**src/rtl/symbol_deser.sv**
```systemverilog
// symbol_deser: collects N-bit symbols into an M-symbol word and presents it
// with a valid/ready handshake. A flush closes a partial word early, which is
// then presented right-aligned with out_fill giving the number of symbols.
// Optional feature: define SYMBOL_DESER_PARITY_EN to add out_parity, the XOR
// of out_data while a word is presented.
module symbol_deser #(
  parameter int N = 4,
  parameter int M = 2
) (
  input  logic                     clk,
  input  logic                     reset,
  input  logic                     in_valid,
  input  logic [N-1:0]             in_data,
  output logic                     in_ready,
  input  logic                     flush,
  output logic                     out_valid,
  input  logic                     out_ready,
  output logic [N*M-1:0]           out_data,
  output logic [$clog2(M+1)-1:0]   out_fill
`ifdef SYMBOL_DESER_PARITY_EN
  ,
  output logic                     out_parity
`endif
);

  localparam int CW = $clog2(M+1);
  localparam int WW = N * M;

  typedef enum logic {
    COLLECT = 1'b0,
    FULL    = 1'b1
  } state_t;

  state_t          state_q, state_d;
  logic [WW-1:0]   word_q, word_d;
  logic [CW-1:0]   count_q, count_d;
  logic [CW-1:0]   countInc;
  logic            inAccept;
  logic            outAccept;

  assign inAccept  = in_valid && in_ready;
  assign outAccept = out_valid && out_ready;
  assign countInc  = count_q + CW'(1);

  // State, word and symbol count registers with synchronous reset
  always_ff @(posedge clk) begin
    if (reset) begin
      state_q <= COLLECT;
      word_q  <= '0;
      count_q <= '0;
    end else begin
      state_q <= state_d;
      word_q  <= word_d;
      count_q <= count_d;
    end
  end

  // Next state: shift symbols in while collecting, present on full or flush
  always_comb begin
    state_d = state_q;
    word_d  = word_q;
    count_d = count_q;
    case (state_q)
      COLLECT: begin
        if (inAccept) begin
          word_d  = {word_q[WW-N-1:0], in_data};
          count_d = countInc;
        end
        if (count_d == CW'(M)) begin
          state_d = FULL;
        end else if (flush && (count_d != '0)) begin
          state_d = FULL;
        end
      end
      FULL: begin
        if (outAccept) begin
          state_d = COLLECT;
          if (inAccept) begin
            word_d  = {{(WW-N){1'b0}}, in_data};
            count_d = CW'(1);
          end else begin
            word_d  = '0;
            count_d = '0;
          end
        end
      end
      default: begin
        state_d = COLLECT;
        word_d  = '0;
        count_d = '0;
      end
    endcase
  end

  // Outputs: word and fill are only visible while a word is presented
  always_comb begin
    in_ready  = (state_q == COLLECT) ? 1'b1 : out_ready;
    out_valid = (state_q == FULL);
    out_data  = out_valid ? word_q : '0;
    out_fill  = out_valid ? count_q : '0;
`ifdef SYMBOL_DESER_PARITY_EN
    out_parity = ^out_data;
`endif
  end

endmodule

```
**config.mk**
```make
export PLATFORM = sky130hd
export DESIGN_NAME = symbol_deser
export DESIGN_NICKNAME = d
export VERILOG_FILES = /design/src/rtl/symbol_deser.sv
export SDC_FILE = /design/constraint.sdc
export NUM_CORES = 1
export LEC_CHECK = 0
export BUFFER_PORTS_ARGS = -buffer_cell sky130_fd_sc_hd__buf_2
export CORE_AREA = 2 2 40 42
export CTS_CLUSTER_SIZE = 24
export DETAILED_ROUTE_END_ITERATION = 7
export DIE_AREA = 0 0 42 44
export HOLD_SLACK_MARGIN = 0.1
export PLACE_DENSITY_LB_ADDON = 0.05
export SYNTH_ARGS = -nofsm -noshare
export SYNTH_HDL_FRONTEND = slang
export SYNTH_SLANG_ARGS = --single-unit
```
**constraint.sdc**
```tcl
create_clock -name clk -period 1.4 [get_ports clk]
set_clock_uncertainty 0.15 [all_clocks]
set_input_delay 0.07 -clock clk [delete_from_list [all_inputs] [get_ports clk]]
set_output_delay 0.07 -clock clk [all_outputs]
set_load 0.02 [all_outputs]
```
==> results.json <==
{
  "grt_pass1_vias": 506,
  "syn_nets": 67,
  "worstPathMaxFanout": 13,
  "min_delay_path_depth": 3,
  "r2r_cells": 3,
  "peakVddDrop_mv": 0.595,
  "core_sq_um": 1420,
  "fp.dieArea_sq_um": 1850,
  "synth_cells": 58,
  "clock_sinks": 11,
  "yosysWarnings": 0,
  "syn_avg_cell_area_sq_um": 9.08,
  "multiInputGateArea_sq_um": 285,
  "via_per_inst": 4.97,
  "overflow": 0,
  "power.share.sequential_pct": 46.7,
  "endpoint_kind": "primary output",
  "clockRootBuffer": "clkbuf_4",
  "arrival_ps": 1120,
  "diodes": 0,
  "met3_usage_pct": 3.75,
  "gr-usage-met2_pct": 25.9,
  "cts_buffer_depth": 2,
  "swShare_pct": 28.5,
  "hold_viol": 0,
  "drcViolationCount": 0,
  "crit_path_start_kind": "flop",
  "vias": 527,
  "path_clk_slew_ps": 70,
  "ys_types": 22,
  "finalSetupTns_ps": 0,
  "top_usage_layer": "met2",
  "wire_per_inst_um": 11.8,
  "final.period_utilization_pct": 95.7,
  "worstMarginPinSlew_ps": 311,
  "crit_type": "flop to primary output",
  "status": "complete, no violations",
  "rows": 14,
  "dp_hpwl_um": 863,
  "finalMaxSlewViolations": 0,
  "slew_headroom_pct": 79.2,
  "grt_first_pass_wirelength_mm": 2.11,
  "grtUsageMet1_pct": 17.8,
  "seq_area_sq_um": 221,
  "cap_violations": 0,
  "power.internal_uw": 535,
  "p_switching_uw": 213,
  "layout-drive-gt1-share_pct": 40.0,
  "grt_use_total_pct": 15.5,
  "detail-route-antenna-nets": 0,
  "hp-class": "input port to flop",
  "setup_viol_count_final": 0,
  "synth-seq-cells": 11,
  "wl_mm": 1.25,
  "clk_latency_ps": 270,
  "required_ps": 1180,
  "areaGrowthSynthToFinish_pct": 46.6,
  "ios": 21,
  "place.gp.congestion": 0.741,
  "p_leak_uw": 0.000350,
  "die_h_um": 44,
  "dieWidth_um": 42,
  "drtPass1Iterations": 4,
  "io_buffers": 20,
  "max_freq_mhz": 746,
  "htreeDepth": 1,
  "cts_tree": "built",
  "start_util_pct": 37.1,
  "final_nets": 100,
  "p_total_uw": 748,
  "antenna_found_initial": 0,
  "post-route-min-period_ps": 1340,
  "power.density_nw_per_um2": 969,
  "cts-buffers-inserted": 3,
  "synth_area_sq_um": 527,
  "drt_iter0_drc": 9,
  "grt_setup_unrepaired": "false",
  "p_comb_share_pct": 24.3,
  "filler_cell_count": 145,
  "grt_max_degree": 14,
  "post_cts_buffers": 0,
  "clockPowerShare_pct": 29.1,
  "ys_seq_area_share_pct": 41.8
}
==> cells in the mapped netlist <==
master | number | area share [%]
a2111oi_0 | 1 | 1.7
a21o_2 | 1 | 1.7
a21oi_1 | 2 | 1.9
a21oi_2 | 1 | 1.7
a22oi_1 | 4 | 5.7
a311oi_1 | 1 | 1.7
a32oi_1 | 4 | 6.7
a41o_1 | 1 | 1.9
and2_1 | 9 | 11
and2_2 | 1 | 1.4
buf_2 | 1 | 0.95
buf_4 | 1 | 1.4
buf_6 | 1 | 2.1
clkbuf_1 | 2 | 1.4
dfxtp_1 | 11 | 42
mux2i_1 | 1 | 1.9
nand2_1 | 1 | 0.71
nand2b_1 | 1 | 1.2
nand3b_1 | 3 | 4.3
nor2_1 | 9 | 6.4
nor2b_1 | 1 | 1.2
or3b_1 | 1 | 1.7
==> layer usage <==
metal	vias up	wire length, um
li1	272	-
met1	239	554
met2	14	623
met3	2	56
met4	0	18
met5	-	0
==> kinds of logic after synthesis <==
logic type | count (synthesis) | synth area share, %
simple gates | 26 | 27.6
mux | 1 | 1.90
flops | 11 | 41.8
compound gates | 15 | 22.8
buf+inv | 5 | 5.94
==> final timing paths <==
path	slack (ps)	from	end
setup / recovery	60	out_valid$_SDFF_PP0_	out_data[0]
hold / removal	70	out_ready	out_valid$_SDFF_PP0_
setup reg to reg	120	count_q[0]$_SDFFE_PP0P_	out_valid$_SDFF_PP0_
hold reg to reg	340	word_q[6]$_SDFFE_PP0P_	word_q[6]$_SDFFE_PP0P_
==> area by class of cell <==
| cell class | instances | share of cell area [%] |
|---|---|---|
| tap | 16 | 2.59 |
| sequential | 11 | 28.7 |
| timing repair buffer | 33 | 28.4 |
| multi-input combinational | 42 | 37.0 |
| clock buffer | 4 | 3.40 |
==> power groups by stage <==
| stage | sequential [uW] | combinational [uW] | clock (uW) |
|---|---|---|---|
| after global placement | 354 | 163 | 0 |
| final | 349 | 181 | 218 |
| after CTS | 348 | 179 | 222 |
| after detailed placement | 354 | 163 | 0 |
| after global routing | 352 | 201 | 238 |
| after floorplan | 359 | 101 | 0 |
==> critical path, cell delays in order (launching register included) <==
cell     delay (ps)
dfxtp_2         400
buf_6           160
and2_1          130
buf_2           160
==> state kept, by name, summed over array words and instances, names as in the netlist <==
signal and count:
count_q 2, word_q 8, out_valid 1
==> per-stage QoR <==
stage	worst slack, ps	hold slack [ps]	util (%)	std cells	area (sq um)
detailed placement	45.3	197	46.8	95	664
global route	8.65	99.4	54.4	106	772
floorplan	56.4	9.69	-	58	531
finish	59.5	74.6	54.4	106	772
global placement	98.3	193	46.8	95	664
CTS	41.4	103	53.7	106	762
==> layout by cell type (no fill, tap or decap), drive strengths merged, types with 3 or more instances in the layout <==
| cell | Yosys | layout |
|---|---|---|
| dlygate4sd3 | 0 | 7 |
| a22oi | 4 | 4 |
| a21oi | 3 | 3 |
| dfxtp | 11 | 11 |
| nand3b | 3 | 3 |
| and2 | 10 | 10 |
| nor2 | 9 | 9 |
| clkbuf | 2 | 4 |
| a32oi | 4 | 4 |
| buf | 3 | 26 |
==> what timing repair did <==
item	in CTS	in global routing
endpoints found under the setup margin	10	5
endpoints found under the hold margin	11	0
hold buffers	7	0
gates resized for setup	1	4
Power figures use the tool's default switching activity.
